### config.mk
export PLATFORM = sky130hd
export DESIGN_NAME = edge_detect_array
export DESIGN_NICKNAME = d
export VERILOG_FILES = /design/src/rtl/edge_det_pkg.sv /design/src/rtl/edge_chan.sv /design/src/rtl/edge_detect_array.sv
export SDC_FILE = /design/constraint.sdc
export NUM_CORES = 1
export LEC_CHECK = 0
export ABC_AREA = 1
export CAP_MARGIN = 0
export CORE_MARGIN = 5
export CORE_UTILIZATION = 25
export DETAILED_ROUTE_END_ITERATION = 6
export SYNTH_ARGS = -nofsm -noshare
export SYNTH_HDL_FRONTEND = slang
export SYNTH_SLANG_ARGS = --single-unit
### constraint.sdc
create_clock -name clk -period 4.1 [get_ports clk]
set_input_delay 0.82 -clock clk [delete_from_list [all_inputs] [get_ports clk]]
set_output_delay 0.82 -clock clk [all_outputs]
set_load 0.02 [all_outputs]
### src/rtl/edge_det_pkg.sv
// Shared types and helpers for the multi-channel edge detector.
// Holds the edge-mode encoding and the mode qualification function used by every channel.
package edge_det_pkg;

  localparam int unsigned MODE_W = 2;

  typedef enum logic [MODE_W-1:0] {
    NONE = 2'd0,
    RISE = 2'd1,
    FALL = 2'd2,
    BOTH = 2'd3
  } edge_mode_e;

  // True when a toggle to new_level counts as an event under the given mode.
  function automatic logic edge_qualify(input edge_mode_e mode, input logic new_level);
    logic w_hit;
    w_hit = 1'b0;
    case (mode)
      RISE:    w_hit = new_level;
      FALL:    w_hit = !new_level;
      BOTH:    w_hit = 1'b1;
      default: w_hit = 1'b0;
    endcase
    return w_hit;
  endfunction

endpackage

### src/rtl/edge_chan.sv
// One input channel: synchroniser chain, persistence filter and mode-qualified pulse.
// level and pe update on the same edge; en/mode only gate the pulse, never the level.
module edge_chan
  import edge_det_pkg::*;
#(
  parameter int unsigned SYNC_STAGES = 2,
  parameter int unsigned FILT_CYCLES = 4
) (
  input  logic       clk,
  input  logic       rst,
  input  logic       sig,
  input  edge_mode_e mode,
  input  logic       en,
  output logic       level,
  output logic       pe
);

  localparam int unsigned FCNT_W = $clog2(FILT_CYCLES + 1);
  localparam logic [FCNT_W-1:0] FCNT_LAST = FCNT_W'(FILT_CYCLES - 1);

  logic [SYNC_STAGES-1:0] r_sync;
  logic [FCNT_W-1:0]      r_fcnt;
  logic                   r_level;
  logic                   r_pe;

  logic [FCNT_W-1:0]      w_fcnt_nxt;
  logic                   w_sync;
  logic                   w_differ;
  logic                   w_toggle;
  logic                   w_event;

  always_ff @(posedge clk) begin
    if (rst) begin
      r_sync <= '0;
    end else begin
      r_sync <= {r_sync[SYNC_STAGES-2:0], sig};
    end
  end

  assign w_sync   = r_sync[SYNC_STAGES-1];
  assign w_differ = w_sync ^ r_level;
  // The count accepts on the cycle it would reach FILT_CYCLES, so compare against FILT_CYCLES-1.
  assign w_toggle = w_differ && (r_fcnt == FCNT_LAST);
  assign w_event  = w_toggle && en && edge_qualify(mode, !r_level);

  always_comb begin
    w_fcnt_nxt = '0;
    if (w_differ && !w_toggle) begin
      w_fcnt_nxt = r_fcnt + FCNT_W'(1);
    end
  end

  always_ff @(posedge clk) begin
    if (rst) begin
      r_fcnt  <= '0;
      r_level <= 1'b0;
      r_pe    <= 1'b0;
    end else begin
      r_fcnt  <= w_fcnt_nxt;
      r_level <= r_level ^ w_toggle;
      r_pe    <= w_event;
    end
  end

  assign level = r_level;
  assign pe    = r_pe;

endmodule

### src/rtl/edge_detect_array.sv
// N_CH-channel edge detector: per-channel clean pulses plus sticky flags and a
// saturating aggregate event counter for the downstream control logic.
module edge_detect_array
  import edge_det_pkg::*;
#(
  parameter int unsigned N_CH        = 8,
  parameter int unsigned SYNC_STAGES = 2,
  parameter int unsigned FILT_CYCLES = 4,
  parameter int unsigned CNT_W       = 8
) (
  input  logic             clk,
  input  logic             rst,
  input  logic [N_CH-1:0]  sig,
  input  edge_mode_e       mode,
  input  logic [N_CH-1:0]  en,
  input  logic [N_CH-1:0]  flag_clr,
  input  logic             cnt_clr,
  output logic [N_CH-1:0]  level,
  output logic [N_CH-1:0]  pe,
  output logic [N_CH-1:0]  flag,
  output logic [CNT_W-1:0] evt_cnt
);

  localparam int unsigned POP_W = $clog2(N_CH + 1);
  localparam int unsigned SUM_W = ((CNT_W > POP_W) ? CNT_W : POP_W) + 1;
  localparam logic [SUM_W-1:0] CNT_MAX = {{(SUM_W - CNT_W){1'b0}}, {CNT_W{1'b1}}};

  logic [N_CH-1:0]  w_level;
  logic [N_CH-1:0]  w_pe;
  logic [POP_W-1:0] w_pop;
  logic [SUM_W-1:0] w_base;
  logic [SUM_W-1:0] w_sum;
  logic [CNT_W-1:0] w_cnt_nxt;

  logic [N_CH-1:0]  r_flag;
  logic [CNT_W-1:0] r_cnt;

  for (genvar g = 0; g < N_CH; g++) begin : g_chan
    edge_chan #(
      .SYNC_STAGES (SYNC_STAGES),
      .FILT_CYCLES (FILT_CYCLES)
    ) u_chan (
      .clk   (clk),
      .rst   (rst),
      .sig   (sig[g]),
      .mode  (mode),
      .en    (en[g]),
      .level (w_level[g]),
      .pe    (w_pe[g])
    );
  end

  always_comb begin
    w_pop = '0;
    for (int i = 0; i < N_CH; i++) begin
      w_pop = w_pop + POP_W'(w_pe[i]);
    end
  end

  // A clear in the same cycle as pulses restarts the count from those pulses.
  always_comb begin
    w_base    = cnt_clr ? '0 : SUM_W'(r_cnt);
    w_sum     = w_base + SUM_W'(w_pop);
    w_cnt_nxt = (w_sum > CNT_MAX) ? CNT_MAX[CNT_W-1:0] : w_sum[CNT_W-1:0];
  end

  // Set wins over a simultaneous write-1-to-clear.
  always_ff @(posedge clk) begin
    if (rst) begin
      r_flag <= '0;
      r_cnt  <= '0;
    end else begin
      r_flag <= (r_flag & ~flag_clr) | w_pe;
      r_cnt  <= w_cnt_nxt;
    end
  end

  assign level   = w_level;
  assign pe      = w_pe;
  assign flag    = r_flag;
  assign evt_cnt = r_cnt;

endmodule

Yosys cells after proc, flatten, opt, wreduce, memory -nomap -nowiden

Cells that the tools add are included.

Add/sub/neg operators: 16
$lt $le $gt $ge: 1
Equal/unequal tests: 11
Muxes and demuxes: 10
Bitwise gates (word level): 27
Reductions and logical operators: 56

Operators by type and width:

| kind                | count |
|---|---|
| $logic_and 1x1->1   | 32 |
| $add 3x1->3 const B | 8 |
| $eq 3x2->1 const B  | 8 |
| $pmux 1 s3          | 8 |
| $add 4x1->4         | 4 |
| $logic_not 1->1     | 16 |
| $mux 8              | 2 |
| $reduce_or 2->1     | 8 |
| $xor 1x1->1         | 16 |
| $add 8x4->9         | 1 |
| $gt 9x8->1 const B  | 1 |
| $and 8x8->8         | 1 |
| $not 1->1           | 8 |
| $not 8->8           | 1 |
| $or 8x8->8          | 1 |
| $add 3x1->4         | 1 |
| $eq 2x2->1 const B  | 2 |
| $add 2x1->3         | 1 |
| $add 1x1->2         | 1 |
| $eq 2x1->1 const B  | 1 |

Bits in registers: 72
Bits of input ports: 29
Output and inout port bits: 32
Word-level logic and storage cells: 155

Depth between registers and ports, before layout

Gate-level depths: netlist of the first run.

Depth in word-level cells: 10
Depth in mapped cells: 15
Gate-level depth less buffers: 15

Hierarchy

A second synthesis of the first run with hierarchy kept.

Cells, all modules: 399
Area, all modules: 3,170.5 um2

Modules (own cells, without submodules):

| module            | times used | cells an instance | area an instance (um2) | seq. area each (um2) |
|---|---|---|---|---|
| edge_chan         | 8          | 35                | 277.8                  | 140.1 |
| edge_detect_array | 1          | 119               | 948.4                  | 320.3 |

Least setup slack after synthesis of the first run

Ideal clock, no wire load.

Kind: input to register
From: input port cnt_clr
To: register r_cnt[6] (netlist: evt_cnt[6])
Setup time: 0.117 ns
Arrival: 3.578 ns
Required time: 3.983 ns
Path slack: 0.405 ns
Stages: 11
Path buffers: 0
Path through: nor2_1 fa_1 inv_1 fa_1 fa_1 fa_1 fa_1 o21ai_4 nand2_1 nor3_1 nor2_1

Word-level cells in the longest chain between the ends: 4

Ends and longest elaborated chain:

| what                   | line                    | text |
|---|---|---|
| start: declaration     | edge_detect_array.sv:17 | `input logic cnt_clr,` |
| $mux 8 (*)             | edge_detect_array.sv:62 | `w_base = cnt_clr ? '0 : SUM_W'(r_cnt);` |
| $add 8x4->9 (*)        | edge_detect_array.sv:63 | `w_sum = w_base + SUM_W'(w_pop);` |
| $gt 9x8->1             | edge_detect_array.sv:64 | `w_cnt_nxt = (w_sum > CNT_MAX) ? CNT_MAX[CNT_W-1:0] : w_sum[CNT_W-1:0];` |
| $mux 8 (*)             | edge_detect_array.sv:64 |  |
| end signal: assignment | edge_detect_array.sv:74 | `r_cnt <= w_cnt_nxt;` |
| end: declaration       | edge_detect_array.sv:36 | `logic [CNT_W-1:0] r_cnt;` |

Mark *: on every way between the ends. The rest lies on a longest branch, timed or not.
A chain may end at the register's enable or synchronous reset.

Worst setup path in the final report of the first run

Ends and elaborated chain as after synthesis.

==> results of run 1 <==
==> power by group <==
group	switching [mW]	internal [mW]	total (mW)	leakage, nW
clock network	0.289	0.611	0.900	0.170
logic	0.0290	0.0324	0.0614	0.945
registers	0.00418	0.710	0.714	0.584
total	0.322	1.35	1.68	1.70
==> layer usage <==
| metal | GRT usage [%] | wire length [µm] |
|---|---|---|
| met2 | 15.8 | 3150 |
| met4 | 3.90 | 129 |
| met1 | 10.8 | 2830 |
| met5 | 0 | 0 |
| met3 | 3.65 | 411 |
==> Yosys cell counts <==
cell	count	area, µm²
nand3_1	14	70.1
buf_4	16	120
dfxtp_1	72	1440
a21oi_1	30	150
buf_2	4	20.0
a2111oi_0	3	26.3
nand3_4	1	17.5
nand2_1	37	139
ha_1	22	275
buf_1	1	3.75
clkinv_1	1	3.75
inv_2	1	3.75
nand4_1	5	31.3
xnor2_1	4	35.0
fa_1	5	100
nand2_2	1	6.26
nor2_2	2	12.5
clkbuf_1	1	3.75
o21ai_4	1	16.3
xor2_1	7	61.3
inv_1	69	259
nor2_1	69	259
nor3_1	1	5.00
==> cell type report <==
cell class	instances	share of cell area, %
multi-input combinational	202	29.7
clock buffer	11	5.97
tap	147	4.53
timing repair buffer	63	15.2
inverter	71	6.56
clock inverter	5	2.56
sequential	72	35.5
==> logic make-up after synthesis <==
logic type	after synthesis	share of synthesized area, %
buf+inv	93	13.5
xor+xnor	11	3.15
flops	72	47.1
fa+ha+maj	27	12.3
compound gates	34	6.30
simple gates	130	17.7
==> final timing paths <==
check / start / end / slack [ns] / cells after the start
max: cnt_clr / evt_cnt[6]$_SDFF_PP0_ / 0.19 / 12
min: g_chan[7].u_chan.r_sync[0]$_SDFF_PP0_ / g_chan[7].u_chan.r_sync[1]$_SDFF_PP0_ / 0.40 / 2
max reg2reg: evt_cnt[0]$_SDFF_PP0_ / evt_cnt[6]$_SDFF_PP0_ / 0.81 / 12
min reg2reg: g_chan[7].u_chan.r_sync[0]$_SDFF_PP0_ / g_chan[7].u_chan.r_sync[1]$_SDFF_PP0_ / 0.40 / 2
==> stage by stage <==
step           setup TNS (ns)  hold slack [ns]
2_1_floorplan               0            0.388
3_3_place_gp            -1.24            0.391
3_5_place_dp            -1.70            0.392
4_1_cts                     0            0.401
5_1_grt                     0            0.415
6_report                    0            0.398
==> tightest hold or removal path, stage by stage (launching register included) <==
cell     delay (ns)
dfxtp_1        0.29
inv_1          0.04
nor2_1         0.03
==> results.md, run 1 <==
* Unique masters post-synth at 23
* Largest net degree at the start of global routing at between 40 and 50
* Vias in the first global route at 2302
* Final Worst Setup Slack at 0.192 ns
* Final setup violation count at 0
* Total placed cells including tap cells at 555
* I/O Buffers at 60
* Final #Nets at 475
* Fin cells at 571
* Total number of vias at 2314
* Seq/Total Area, Yosys at 47.1%
* Gr ovfl total at 0
* Cells after Synth at 367
* Ratio of cells with drive above 1 in the final layout at 6.13%
* Dpl hpwl at about 5 mm
* Critical Path End Type: flip-flop
* Highest net fanout along the worst path at 3
* CP max-delay cell: fa_1
* Clock latency on the worst-skew pair at 0.33 ns
* Clock sinks at 72
* H-tree Lvls at 3
* Fmax at 256 MHz
* #FFs+latches synth at 72
* Fin crit share at 95.3%
* Drt first-iter violations at 72
* Synth Warn # at 0
* Most frequent cells in the layout: dfxtp_1 (72), inv_1 (69), nor2_1 (69), clkdlybuf4s50_1 (59), nand2_1 (37)
* Clk buf depth at 2
* Drt pass-1 iters at 4
* Syn avg cell area at 8.34 µm²
* Num rows at 40
* Min cycle time layout at 3.91 ns
* Chip width at roughly 120 µm
* Pre-CTS WS at -0.247 ns
* Via density at 4.05
* Routed wire length at 6.53 mm
* Leak at around 1.7 nW
* Post-Place Cell Area at around 3700 µm²
* Filler cells at 1272
* GRT Util Overall at 9.44%
* Max-cap viol count at 0
* Top cell family by delay on the critical path: adder cells
* RSZ-0062 raised after global routing: no
* Leading cell type in the layout, fill and taps excluded: dfxtp_1
* PwrDens at roughly 410 nW/µm²
* Clock slew at reported path FFs at around 0.060 ns
* Fin Clk Skew at 0.00471 ns
* TritonCTS Buffers at 9
* Post-synth net total at 423
* Outcome: finished clean
* Core box area at about 12000 µm²
* Crit path cell chain: clkdlybuf4s50_1 > nor2_1 > fa_1 > inv_1 > fa_1 > fa_1 > fa_1 > fa_2 > o21ai_4 > nand2_1 > nor3_1 > nor2_1
* Full die area at around 15000 µm²
* Synth-to-layout area growth at 32.8%
* Crit path kind: in2reg
* CTS resizes at 0
* Starting Density at 25.5%
* Finished Core Util at 33.8%
* Most used cell, CP: fa_1
* DRC at 0
* Register area at 1440 µm²
* CTS tree: built
* First-pass GRT wire length at 10.7 mm
* # IOs at 61
* Clock Root Buffer: clkbuf_16
* Worst hold path class: reg2reg
* Wirelength per Cell at 11.4 µm
* Antenna Cells at 0
* Pins Over Slew Limit at 0
* Mapped Area at 3060 µm²
* Area of the multi-input gates at 1210 µm²
* Slew HR at 42.2%
* Worst setup SP type: input pin
* Die H at 121 µm
* Critical Path RT at 4.32 ns
* Maximum vdd drop at 0.151 mV
* Arrival time at the worst endpoint at 4.13 ns
* Hold Buf Count CTS at 0
* Setup bufs post-CTS at 0
* Slew @ Worst Pin at 0.845 ns
* Final RePlAce weighted congestion at 0.720
* Antenna violations before repair at 0
* Post-route ant nets at 0
* Slowest cell delay on critical path at 0.49 ns
* Final Hold Viols at 0
* Final Power at between 1.5 and 2 mW
* Fin area at 4060 µm²
* Buf/Inv on CP at 2
Note: power is estimated with default switching activity, not from simulation.
==> run 2, diff against run 1 <==
--- a/config.mk
+++ b/config.mk
@@ -9,7 +9,9 @@
 export CAP_MARGIN = 0
 export CORE_MARGIN = 5
 export CORE_UTILIZATION = 25
+export CTS_CLUSTER_SIZE = 14
 export DETAILED_ROUTE_END_ITERATION = 6
 export SYNTH_ARGS = -nofsm -noshare
 export SYNTH_HDL_FRONTEND = slang
+export SYNTH_HIERARCHICAL = 1
 export SYNTH_SLANG_ARGS = --single-unit
==> run 2 against run 1 <==
Net effect:
- cell area increased by 5.2%
- clock power decreased by 20%
- via count increased by 7.8%
- hold slack improved by 0.0021 ns
- flip-flop and latch count unchanged
- non-clock buffer count decreased by 1
- first-iteration DRC count up 60%
- critical path type unchanged
- highest routed layer unchanged
==> results.md, run 2 <==
* Final #Nets at 527 (+11%)
* Antenna Cells at 0 (unchanged)
* TritonCTS Buffers at 9 (unchanged)
* Chip width at 123 µm (+1.6%)
* Clock slew at reported path FFs at 0.06 ns (about the same)
* DRC at 0 (unchanged)
* Routed wire length at 6.72 mm (+2.9%)
* Crit path kind: in2reg
* Slew @ Worst Pin at 1.08 ns (+0.231 ns)
* Post-route ant nets at 0 (unchanged)
* Drt pass-1 iters at 4 (unchanged)
* Final Hold Viols at 0 (unchanged)
* #FFs+latches synth at 72 (unchanged)
* Maximum vdd drop at 0.180 mV (+19%)
* Ranking of synthesized cells by area: dfxtp_1 (45%), nand2_1 (9.5%), inv_1 (9.0%)
* H-tree Lvls at 3 (unchanged)
* Post-synth EDFFs at 0 (unchanged)
* Fin crit share at 88.4% (-6.9 points)
* Min cycle time layout at 3.62 ns (-0.283 ns)
* Pins Over Slew Limit at 0 (unchanged)
* Fmax at 276 MHz (+7.8%)
* Arrival time at the worst endpoint at 3.79 ns (-0.34 ns)
* Core box area at 12500 µm² (+4.2%)
* Die H at 123 µm (+1.6%)
* Most used cell, CP: fa_1
* Worst hold path class: reg2reg
* GRT Util Overall at 9.44% (about the same)
* Unique masters post-synth at 22 (-4.3%)
* Crit path cell chain: clkdlybuf4s50_1 > inv_4 > nand2_1 > fa_1 > fa_1 > fa_1 > fa_1 > o21ai_4 > xor2_1 > a21oi_1
* Clock Root Buffer: clkbuf_16
* Critical Path RT at 4.26 ns (-0.06 ns)
* Most used flip-flop cell after synthesis: dfxtp_1
* Slew HR at 28.2% (-14 points)
* Fin Clk Skew at 0.00625 ns (+0.00154 ns)
* Wirelength per Cell at 10.4 µm (-9.3%)
* Hold WS at 0.401 ns (+0.00209 ns)
* First-pass GRT wire length at 10.9 mm (+2.2%)
* Drt first-iter violations at 115 (+60%)
* Final setup violation count at 0 (unchanged)
* CTS resizes at 0 (unchanged)
* Share of flip-flops with an asynchronous set or reset at 0% (unchanged)
* Cell with the most instances after synthesis: nand2_1
* Leak at 1.86 nW (+9.4%)
* Fin area at 4280 µm² (+5.2%)
* Syn avg cell area at 7.95 µm² (-4.7%)
* Slowest cell delay on critical path at 0.59 ns (+0.10 ns)
* Cells after Synth at 399 (+8.7%)
* RSZ-0062 raised after global routing: no
* Area of the multi-input gates at 1400 µm² (+16%)
* Post-synth net total at 455 (+7.6%)
* Most frequent cells in the layout: nand2_1 (80), inv_1 (76), dfxtp_1 (72), clkdlybuf4s50_1 (59), nor2_1 (57)
* Post-Place Cell Area at 3990 µm² (+7.5%)
* Antenna violations before repair at 0 (unchanged)
* Yosys top cell area share at 45.5% (-1.6 points)
* Gr ovfl total at 0 (unchanged)
* # IOs at 61 (unchanged)
* Register area at 1440 µm² (unchanged)
* Full die area at 15000 µm² (+3.3%)
* Outcome: finished clean
* Buf/Inv on CP at 2 (unchanged)
* Worst setup SP type: input pin
* Dpl hpwl at 5.27 mm (+5.7%)
* Hold Buf Count CTS at 0 (unchanged)
* I/O Buffers at 60 (unchanged)
* Critical Path End Type: flip-flop
* CTS tree: built
* Setup TNS at 0 ns (unchanged)
* Largest net degree at the start of global routing at 42 (-13%)
* Synth Warn # at 6 (+6)
* Leading cell type in the layout, fill and taps excluded: nand2_1
* Starting Density at 25.3% (-0.15 points)
* Via density at 3.85 (-5.0%)
* Synth area leader: dfxtp_1
* Top post-synthesis cells by count: nand2_1 (80), inv_1 (76), dfxtp_1 (72)
* Clk buf depth at 2 (unchanged)
* Filler cells at 1347 (+5.9%)
* Final RePlAce weighted congestion at 0.799 (+11%)
* Ratio of cells with drive above 1 in the final layout at 12.8% (+6.7 points)
* Synth-to-layout area growth at 34.9%
* Top cell family by delay on the critical path: adder cells
* CP max-delay cell: clkdlybuf4s50_1
* Num rows at 41 (+2.5%)
* Seq/Total Area, Yosys at 45.5% (-1.6 points)
* Max-cap viol count at 0 (unchanged)
* Highest net fanout along the worst path at 5 (+2)
* Clock sinks at 72 (unchanged)
* Setup bufs post-CTS at 0 (unchanged)
* Total number of vias at 2494 (+7.8%)
* Vias in the first global route at 2435 (+5.8%)
* PwrDens at 354 nW/µm² (-14%)
* Final Power at 1.52 mW (-9.6%)
* Clock latency on the worst-skew pair at 0.33 ns (about the same)
* Mapped Area at 3170 µm² (+3.6%)
-- run 2: cell count changes after synthesis, sizes merged, moves of 3 or more --
cell | before | now
a2111oi | 3 | 0
a21oi | 30 | 17
buf | 21 | 0
inv | 70 | 85
nand2 | 38 | 99
nand3 | 15 | 24
nand4 | 5 | 0
nor2 | 71 | 68
xnor2 | 4 | 1
xor2 | 7 | 2
-- run 2: path summary, 6_finish.rpt --
kind                                         startpoint                               endpoint  slack, ns  cells past startpoint
setup / recovery                                cnt_clr                  evt_cnt[4]$_SDFF_PP0_       0.48                     10
hold / removal    g_chan[5].u_chan/r_sync[0]$_SDFF_PP0_  g_chan[5].u_chan/r_sync[1]$_SDFF_PP0_       0.40                      2
setup reg to reg         g_chan[0].u_chan/pe$_SDFF_PP0_                  evt_cnt[4]$_SDFF_PP0_       0.68                      9
hold reg to reg   g_chan[5].u_chan/r_sync[0]$_SDFF_PP0_  g_chan[5].u_chan/r_sync[1]$_SDFF_PP0_       0.40                      2
-- run 2: stage by stage --
| stage | setup slack, ns | util [%] | cells |
|---|---|---|---|
| after floorplan | 0.766 | - | 399 |
| after global placement | 0.211 | 31.9 | 632 |
| after detailed placement | 0.0947 | 31.9 | 632 |
| after CTS | 0.446 | 34.2 | 648 |
| after global routing | 0.317 | 34.2 | 648 |
| final | 0.475 | 34.2 | 648 |
-- run 2: area by class of cell --
cell class                      count  share of cell area (%)
Clock buffer                       11                    5.91
Clock inverter                      5                   0.731
Inverter                           85                    7.52
Multi-Input combinational cell    241                    32.8
Sequential cell                    72                    33.7
Tap cell                          172                    5.03
Timing Repair Buffer               62                    14.3
-- run 2: where the power goes --
part | total [mW] | switching (mW) | internal (mW)
Combinational | 0.0772 | 0.0389 | 0.0383
Clock | 0.724 | 0.284 | 0.440
Sequential | 0.714 | 0.00456 | 0.710
-- run 2: worst min-delay path, cell delays in order (launching register included) --
cell and delay [ns]:
dfxtp_1 0.29, inv_1 0.04, nor2_1 0.03
-- run 2: kinds of logic (layout without fill, tap and decap cells) --
family                     count (synthesis)  count (layout)  share of synthesized area (%)
DFF                                       72              72                           45.5
and+or+nand+nor                          192             192                           28.3
buffers and inverters                     86             163                           10.3
adders and majority gates                 27              27                           11.8
AOI/OAI and AO/OA                         19              19                           3.35
xor gates and xnor gates                   3               3                          0.829
-- run 2: metal layers --
metal	wire length (µm)	track usage (%)	part of all wire, %
met1	2990	10.6	44
met2	3290	16.2	49
met3	302	2.76	4.5
met4	133	4.83	2.0
met5	0	0	0
